`config.mk`:
```
export PLATFORM = sky130hd
export DESIGN_NAME = mcdt_pkt_fmt
export DESIGN_NICKNAME = d
export VERILOG_FILES = /design/src/rtl/mcdt_pkt_fmt.sv
export SDC_FILE = /design/constraint.sdc
export NUM_CORES = 2
export LEC_CHECK = 0
export CORE_MARGIN = 2
export CORE_UTILIZATION = 30
export CTS_BUF_LIST = sky130_fd_sc_hd__clkbuf_16
export CTS_CLUSTER_SIZE = 16
export DETAILED_ROUTE_END_ITERATION = 16
export PLACE_DENSITY = 0.49
export SLEW_MARGIN = 20
export SYNTH_ARGS = -nofsm -noshare
export SYNTH_HDL_FRONTEND = slang
export SYNTH_SLANG_ARGS = --single-unit
```
`constraint.sdc`:
```
create_clock -name clk_i -period 4.3 [get_ports clk_i]
set_clock_uncertainty 0.05 [all_clocks]
set_input_delay 1.075 -clock clk_i [delete_from_list [all_inputs] [get_ports clk_i]]
set_output_delay 1.075 -clock clk_i [all_outputs]
set_load 0.02 [all_outputs]
```
`src/rtl/mcdt_pkt_fmt.sv`:
```
// mcdt_pkt_fmt: packet formatter downstream of the mcdt arbiter.
// Buffers the arbitrated stream per channel and emits header+payload packets.
//
// Ports:
//   clk_i, rstn_i        clock, asynchronous active-low reset
//   mcdt_data_i/val_i/id_i   arbitrated input word, valid, channel (3 = illegal)
//   fmt_data_o/valid_o   packet word out, valid
//   fmt_ready_i          downstream accepts word when valid && ready
//   fmt_sop_o/eop_o      header marker / last payload word marker
//   fmt_ovf_o            sticky per-channel overflow flags
//   fmt_ovf_clr_i        clears all overflow flags (a new drop wins)
//   fmt_idle_o           FSM idle and all channel FIFOs empty
module mcdt_pkt_fmt #(
    parameter int PKT_LEN    = 4,
    parameter int FIFO_DEPTH = 16
) (
    input  logic        clk_i,
    input  logic        rstn_i,
    input  logic [31:0] mcdt_data_i,
    input  logic        mcdt_val_i,
    input  logic [1:0]  mcdt_id_i,
    output logic [31:0] fmt_data_o,
    output logic        fmt_valid_o,
    input  logic        fmt_ready_i,
    output logic        fmt_sop_o,
    output logic        fmt_eop_o,
    output logic [2:0]  fmt_ovf_o,
    input  logic        fmt_ovf_clr_i,
    output logic        fmt_idle_o
);

    localparam int AW = $clog2(FIFO_DEPTH);
    localparam int CW = AW + 1;
    localparam logic [CW-1:0] DEPTH_C = CW'(FIFO_DEPTH);
    localparam logic [CW-1:0] LEN_C   = CW'(PKT_LEN);
    localparam logic [CW-1:0] LAST_C  = CW'(PKT_LEN - 1);

    typedef enum logic [1:0] {
        IDLE,
        HEAD,
        BODY
    } state_t;

    state_t state_q, state_d;

    logic [31:0]   mem [3][FIFO_DEPTH];
    logic [AW-1:0] wr_ptr [3];
    logic [AW-1:0] rd_ptr [3];
    logic [CW-1:0] cnt [3];

    logic [2:0]    push;
    logic [2:0]    pop;
    logic [2:0]    drop;
    logic [2:0]    elig;

    logic [1:0]    sel_q;
    logic [1:0]    rr_last_q;
    logic [CW-1:0] beat_q;
    logic [7:0]    seq_q [3];
    logic [2:0]    ovf_q;

    logic [1:0]    pick;
    logic          pick_vld;
    logic [1:0]    cand1;
    logic [1:0]    cand2;
    logic          last_beat;

    function automatic logic [1:0] nxt(input logic [1:0] x);
        return (x == 2'd2) ? 2'd0 : x + 2'd1;
    endfunction

    // Full check is against the pre-pop count, so a push to a full FIFO
    // is dropped even when the same FIFO is being popped this cycle.
    always_comb begin
        push = '0;
        drop = '0;
        for (int c = 0; c < 3; c++) begin
            if (mcdt_val_i && mcdt_id_i == 2'(c)) begin
                if (cnt[c] < DEPTH_C) begin
                    push[c] = 1'b1;
                end else begin
                    drop[c] = 1'b1;
                end
            end
        end
    end

    always_comb begin
        pop  = '0;
        elig = '0;
        for (int c = 0; c < 3; c++) begin
            pop[c]  = (state_q == BODY) && fmt_ready_i && (sel_q == 2'(c));
            elig[c] = (cnt[c] >= LEN_C);
        end
    end

    always_ff @(posedge clk_i or negedge rstn_i) begin
        if (!rstn_i) begin
            for (int c = 0; c < 3; c++) begin
                wr_ptr[c] <= '0;
                rd_ptr[c] <= '0;
                cnt[c]    <= '0;
            end
        end else begin
            for (int c = 0; c < 3; c++) begin
                if (push[c]) begin
                    wr_ptr[c] <= wr_ptr[c] + AW'(1);
                end
                if (pop[c]) begin
                    rd_ptr[c] <= rd_ptr[c] + AW'(1);
                end
                case ({push[c], pop[c]})
                    2'b10:   cnt[c] <= cnt[c] + CW'(1);
                    2'b01:   cnt[c] <= cnt[c] - CW'(1);
                    default: cnt[c] <= cnt[c];
                endcase
            end
        end
    end

    // Storage needs no reset: the pointers alone define FIFO contents.
    always_ff @(posedge clk_i) begin
        for (int c = 0; c < 3; c++) begin
            if (push[c]) begin
                mem[c][wr_ptr[c]] <= mcdt_data_i;
            end
        end
    end

    // Round robin: search starts at the channel after the last one served.
    always_comb begin
        cand1    = nxt(rr_last_q);
        cand2    = nxt(cand1);
        pick_vld = |elig;
        pick     = rr_last_q;
        if (elig[cand1]) begin
            pick = cand1;
        end else if (elig[cand2]) begin
            pick = cand2;
        end
    end

    assign last_beat = (beat_q == LAST_C);

    always_ff @(posedge clk_i or negedge rstn_i) begin
        if (!rstn_i) begin
            state_q <= IDLE;
        end else begin
            state_q <= state_d;
        end
    end

    always_comb begin
        state_d     = state_q;
        fmt_valid_o = 1'b0;
        fmt_sop_o   = 1'b0;
        fmt_eop_o   = 1'b0;
        fmt_data_o  = '0;
        unique case (state_q)
            IDLE: begin
                if (pick_vld) begin
                    state_d = HEAD;
                end
            end
            HEAD: begin
                fmt_valid_o = 1'b1;
                fmt_sop_o   = 1'b1;
                fmt_data_o  = {8'hA5, 6'b0, sel_q,
                               8'(PKT_LEN), seq_q[sel_q]};
                if (fmt_ready_i) begin
                    state_d = BODY;
                end
            end
            BODY: begin
                fmt_valid_o = 1'b1;
                fmt_eop_o   = last_beat;
                fmt_data_o  = mem[sel_q][rd_ptr[sel_q]];
                if (fmt_ready_i && last_beat) begin
                    state_d = IDLE;
                end
            end
            default: begin
                state_d = IDLE;
            end
        endcase
    end

    always_ff @(posedge clk_i or negedge rstn_i) begin
        if (!rstn_i) begin
            sel_q     <= '0;
            rr_last_q <= 2'd2;
            beat_q    <= '0;
            for (int c = 0; c < 3; c++) begin
                seq_q[c] <= '0;
            end
        end else begin
            if (state_q == IDLE && pick_vld) begin
                sel_q <= pick;
            end
            if (state_q == HEAD && fmt_ready_i) begin
                beat_q <= '0;
            end
            if (state_q == BODY && fmt_ready_i) begin
                beat_q <= beat_q + CW'(1);
                if (last_beat) begin
                    seq_q[sel_q] <= seq_q[sel_q] + 8'd1;
                    rr_last_q    <= sel_q;
                end
            end
        end
    end

    // A drop in the same cycle as a clear leaves the flag set.
    always_ff @(posedge clk_i or negedge rstn_i) begin
        if (!rstn_i) begin
            ovf_q <= '0;
        end else begin
            ovf_q <= (ovf_q & ~{3{fmt_ovf_clr_i}}) | drop;
        end
    end

    assign fmt_ovf_o  = ovf_q;
    assign fmt_idle_o = (state_q == IDLE) && (cnt[0] == '0) &&
                        (cnt[1] == '0) && (cnt[2] == '0);

endmodule

```
* Yosys cells after proc, flatten, opt, wreduce, memory -nomap -nowiden
Memory sizes are Yosys's and may differ from the RTL's.
Index checks and enable logic that the tools add are counted.
** Operators by class
- Add/sub/neg operators :: 16
- Order comparisons :: 17
- Eq/ne operators :: 18
- Mux-type cells :: 63
- Bitwise gates (word level) :: 8
- Reductions and logical operators :: 33
** Operator list (number)
- two-way mux 512 bit :: 7
- OR reduction 512 bit :: 2
- demux 32 bit (select 4 bit) :: 3
- two-way mux 32 bit :: 5
- binary-select mux 32 bit (select 4 bit) :: 1
- one-hot mux 32 bit (2 select lines) :: 1
- one-hot mux 5 bit (2 select lines) :: 3
- adder 4 x 1 -> 4 bit (second input constant) :: 6
- bitwise mux 24 bit :: 1
- two-way mux 8 bit :: 3
- adder 5 x 1 -> 5 bit (second input constant) :: 4
- >= comparator 5 bit (second input constant) :: 4
- two-way mux 1 bit :: 20
- inverter 4 -> 5 bit :: 4
- two-way mux 2 bit :: 9
- logical AND 1 bit :: 17
- binary-select mux 8 bit (select 2 bit) :: 1
- demux 8 bit (select 2 bit) :: 1
- == test 2 bit (second input constant) :: 8
- >= comparator 5 x 3 -> 1 bit (second input constant) :: 3
- logical NOT 5 bit :: 3
- less-than comparator 5 x 1 -> 1 bit (second input constant) :: 3
- less-than comparator 5 bit (second input constant) :: 3
- subtractor 5 x 1 -> 5 bit (second input constant) :: 3
- 23 further kinds :: 40
** Storage, ports and cells
- Register bits :: 77
- Memory bits (writable) :: 1536
- Bits of input ports :: 39
- Output and inout bits :: 39
- Logic and storage cells :: 173
- Memories :: 1
** Memory list
- mem :: words 3, bits a word 512, rd ports 1, clocked after Yosys merged registers in 0, write ports 1, line 46 : logic [31:0] mem [3][FIFO_DEPTH];

* Depth between registers and ports, before layout
- Word-level depth :: 9
- Gate-level depth with buffers :: 15
- Depth with buffers taken out :: 13

* Worst setup path after synthesis
Ideal clock, no wire load.
- Kind :: input-to-reg
- Start :: in mcdt_id_i[1]
- End :: mem mem[1][384] in the netlist's numbering (enable)
- Setup time :: 0.461 ns
- Arrival :: 4.361 ns
- Required time :: 3.789 ns
- Setup slack :: -0.572 ns
- Stages :: 4
- Buffers on the path :: 0
- Cell sequence :: nand2b_1 > nor3b_1 > nand2_1 > nor3_1
** Between the ends
- Longest elaborated chain between the ends :: 8
- Elaborated cells on any way between the ends :: 21
- Those cells by class :: 2 x eq/ne; 13 x mux; 6 x reduce/logical
** RTL lines
- start, declared :: line 21 : input logic [1:0] mcdt_id_i,
- == test 2 x 1 -> 1 bit :: line 78 : if (mcdt_val_i && mcdt_id_i == 2'(c)) begin
- logical AND 1 bit :: line 78
- two-way mux 1 bit :: line 78
- two-way mux 1 bit :: line 124 : if (push[c]) begin
- two-way mux 512 bit (implied by the code) :: line 125 : mem[c][wr_ptr[c]] <= mcdt_data_i;
- OR reduction 512 bit (no source line)
- two-way mux 2 bit (no source line) or two-way mux 512 bit (tied branches) (2 in series)
- end, declared :: line 46
Parallel ways exist; a longest one is shown, timed or not.

* Worst setup path after layout
- Start :: reg sel_q[1]
- End :: out fmt_data_o[3]
** Between the ends
- Longest elaborated chain between the ends :: 9
- Elaborated cells on any way between the ends :: 13
- Those cells by class :: 10 x mux; 2 x bitwise; 1 x memory
** RTL lines
- start, declared :: line 56 : logic [1:0] sel_q;
- start signal, assigned :: line 198 : sel_q <= pick;
- inverter 2 -> 3 bit (implied by the code) :: line 169, 177
- binary-select mux 4 bit (select 2 bit) :: line 177 : fmt_data_o = mem[sel_q][rd_ptr[sel_q]];
- two-way mux 4 bit (implied by the code) (2 in series) :: line 177
- inverter 4 -> 5 bit (implied by the code) :: line 177
- binary-select mux 32 bit (select 4 bit) :: line 177
- two-way mux 32 bit (implied by the code) (2 in series) :: line 177
- one-hot mux 32 bit (2 select lines) * :: line 159 : unique case (state_q)
- end, declared :: line 22 : output logic [31:0] fmt_data_o,
Mark *: on every way between the ends. The rest lies on a longest branch, timed or not. The select of a mux whose other input is x is not followed.

==> run metrics <==
slowest stage delay, CP 540 ps; Max Fclk 0.207 GHz; outcome complete, but fails checks; number of global-route vias before repair 37.8k; fin. max-slew vios 0; crit path time final 4830 ps; Max clock buf depth 3; Num CTS Buffers 166; Initial Util 0.302; Vias 38.2k; share of cells above drive strength 1 0.237; Routed Wire Length 209 mm; leak pwr 0.0280 µW; share of flip-flops with an asynchronous set or reset 0.0477; Worst-Skew Late Latency 830 ps; largest net degree at the start of global routing 83; Top-Level Pins 78; Final Non-Filler Cells 7499; worst path arrival time 3700 ps; HPWL reported at the end of detailed placement 122 mm; Worst Setup End Kind primary output; PortBufs 77; Post-Syn Instances 4049; post-DR vias/cell 5.09; Syn-to-layout area delta 24.0%; CTS tree yes; CP Data Required Time 3170 ps; Post-Syn Area 0.0654 mm²; commonest cells after routing, fill and taps aside edfxtp_1, mux2i_1, nand2_1; Starting DRT DRC Count 3893; YS warnings 0; num rows 171; Final WS setup -528 ps; Synth area leaders edfxtp_1, mux2i_1, dfrtp_1; die area 0.222 mm²; die width 471 µm; initial antenna violation count 7; Post-synth EDFFs 1536; sequential share of the synthesized area 0.735; Max Cap Viol 0; final setup fails 32; clk slew on worst S/H paths 60 ps; Cells after DPL 7094; failing checks setup timing; worst-path fanout max 15; antenna-violating nets left 0; die height 471 µm; Worst R2R Start state_q[0]$_DFFE_PN0P_; # nets final 4576; H-tree depth 4; top_reg_cell synth edfxtp_1; clk sinks 1613; Place WS -367 ps; WP depth 11; core area 0.217 mm²; Unique masters post-synth 80; slowest stage cell, crit path dfrtp_4; post-synth top area cell edfxtp_1; CP bufs+invs 7; Worst Hold Class in -> async; DRC 0; global-route usage over all layers 0.185; commonest non-fill, non-tap cell in the layout edfxtp_1; GP Congestion 0.824; WL per Instance 27.8 µm; post-route cell area 0.0811 mm²; Pre-Repair DR Iteration Count 5; first-pass GRT wire length 294 mm; area fraction of the dominant cell type after synthesis 0.705; Syn Nets 4119; FF-to-FF End cnt[4]$_DFFE_PN0P_; CP cell instances buf_6, buf_6, inv_6, buf_8, buf_16, o211ai_1, o211ai_1, or4b_1, o211ai_1, buf_4, buf_6; worst vdd ir 0.000502 V; Final period util 1.12; average size of a mapped cell 16.2 µm²; Worst R2R Setup Slack 1320 ps; Seq cells post-synth 1613; WHS 283 ps; Post-CTS Hold Buffers 0; Pwr Total 52500 µW; Reg2Reg Depth 13; Clock Tree Root clkbuf_16; CP delay by family, top buffers and inverters; Final Hold Fails 0; total gr overflow 0; WS Path Type reg -> out; Worst setup SP type flip-flop; power per cell area 648 mW/mm²; worst rel slew slack 0.283; area post-placement 0.0730 mm²; Worst-Margin Slew 1070 ps; unrepaired setup endpoints after global routing yes
==> area by class of cell <==
class                           count  area, µm²
Clock buffer                      169       4230
Tap cell                         2854       3570
Clock inverter                    134        865
Sequential cell                  1613      48100
Fill cell                       20300     136000
Multi-Input combinational cell   2163      17800
Timing Repair Buffer              540       6430
Antenna cell                        4       10.0
Inverter                           22       92.6
==> state kept, by name, indices dropped and copies added, names as in the netlist <==
| signal | flops |
|---|---|
| wr_ptr | 12 |
| sel_q | 2 |
| fmt_ovf_o | 3 |
| state_q | 2 |
| rr_last_q | 2 |
| rd_ptr | 12 |
| seq_q | 24 |
| cnt | 15 |
| beat_q | 5 |
| mem | 1536 |
==> how the worst max path moves through the flow <==
stage / startpoint / slack [ps] / endpoint
4_1_cts: sel_q[1]$_DFFE_PN0P_ / -590 / fmt_data_o[3]
3_5_place_dp: sel_q[1]$_DFFE_PN0P_ / -370 / fmt_data_o[6]
2_1_floorplan: mcdt_id_i[1] / 280 / mem[1][0]$_DFFE_PP_
3_3_place_gp: sel_q[1]$_DFFE_PN0P_ / -760 / fmt_data_o[6]
5_1_grt: sel_q[1]$_DFFE_PN0P_ / -710 / fmt_data_o[3]
6_report: sel_q[1]$_DFFE_PN0P_ / -530 / fmt_data_o[3]
==> per-stage QoR <==
stage / TNS, ps / utilization
6_report: -12750 / 0.374
5_1_grt: -15850 / 0.374
4_1_cts: -15240 / 0.370
3_5_place_dp: -1210 / 0.336
3_3_place_gp: -1830 / 0.336
2_1_floorplan: 0 / -
==> synth_stat cells, types with 20 or more instances <==
| master | number |
|---|---|
| edfxtp_1 | 1536 |
| mux2i_1 | 591 |
| nand2_1 | 394 |
| o21ai_0 | 208 |
| nor2_1 | 148 |
| a21oi_1 | 114 |
| buf_2 | 112 |
| o211ai_1 | 99 |
| mux2_2 | 97 |
| clkbuf_1 | 79 |
| dfrtp_1 | 76 |
| a211oi_1 | 60 |
| mux4_2 | 40 |
| buf_4 | 33 |
| ha_1 | 31 |
| nand3_1 | 30 |
| xnor2_1 | 26 |
| nor3_1 | 25 |
| buf_1 | 24 |
| a31oi_1 | 21 |
| inv_1 | 20 |
| nor2b_1 | 20 |
| o22ai_1 | 20 |
==> worst reg2reg max path, stage by stage, from the launching register on <==
cell and delay (ps):
dfrtp_1 370, inv_1 100, ha_2 390, nand2_1 340, nor3_2 300, ha_1 240, xor2_1 150, ha_1 210
o21a_1 120, o21ai_0 70, o21bai_1 170, xnor2_1 140, nor2_1 70, xor2_1 140
==> cells by family after synthesis <==
| kind of cell | synth area share |
|---|---|
| compound gates | 0.0688 |
| buf+inv | 0.0200 |
| flops | 0.735 |
| xor+xnor | 0.00589 |
| fa+ha+maj | 0.00593 |
| mux | 0.122 |
| simple gates | 0.0433 |
==> where the power goes <==
| group | internal (µW) | leakage [µW] | switching, µW |
|---|---|---|---|
| combinational | 8850 | 0.0104 | 11700 |
| clock | 7640 | 0.00269 | 6110 |
| sequential | 17700 | 0.0148 | 494 |
| total | 34200 | 0.0280 | 18300 |
==> what timing repair did <==
item | 4_1_cts | 5_1_grt
buffers inserted | 62 | 32
pin swaps | 62 | 43
resized for setup | 337 | 124
gates cloned | 14 | 0
setup endpoints to repair | 33 | 33
==> routing by layer <==
metal  vias to the layer above  global-route usage  routed length, µm
met2                      1155               0.302              99500
met3                       246              0.0282              12000
met4                         0              0.0426               4730
met5                         -                   0                  0
met1                     20100               0.258              92300
li1                      16700                   -                  -
No activity file was read; power rests on OpenSTA's default activity.
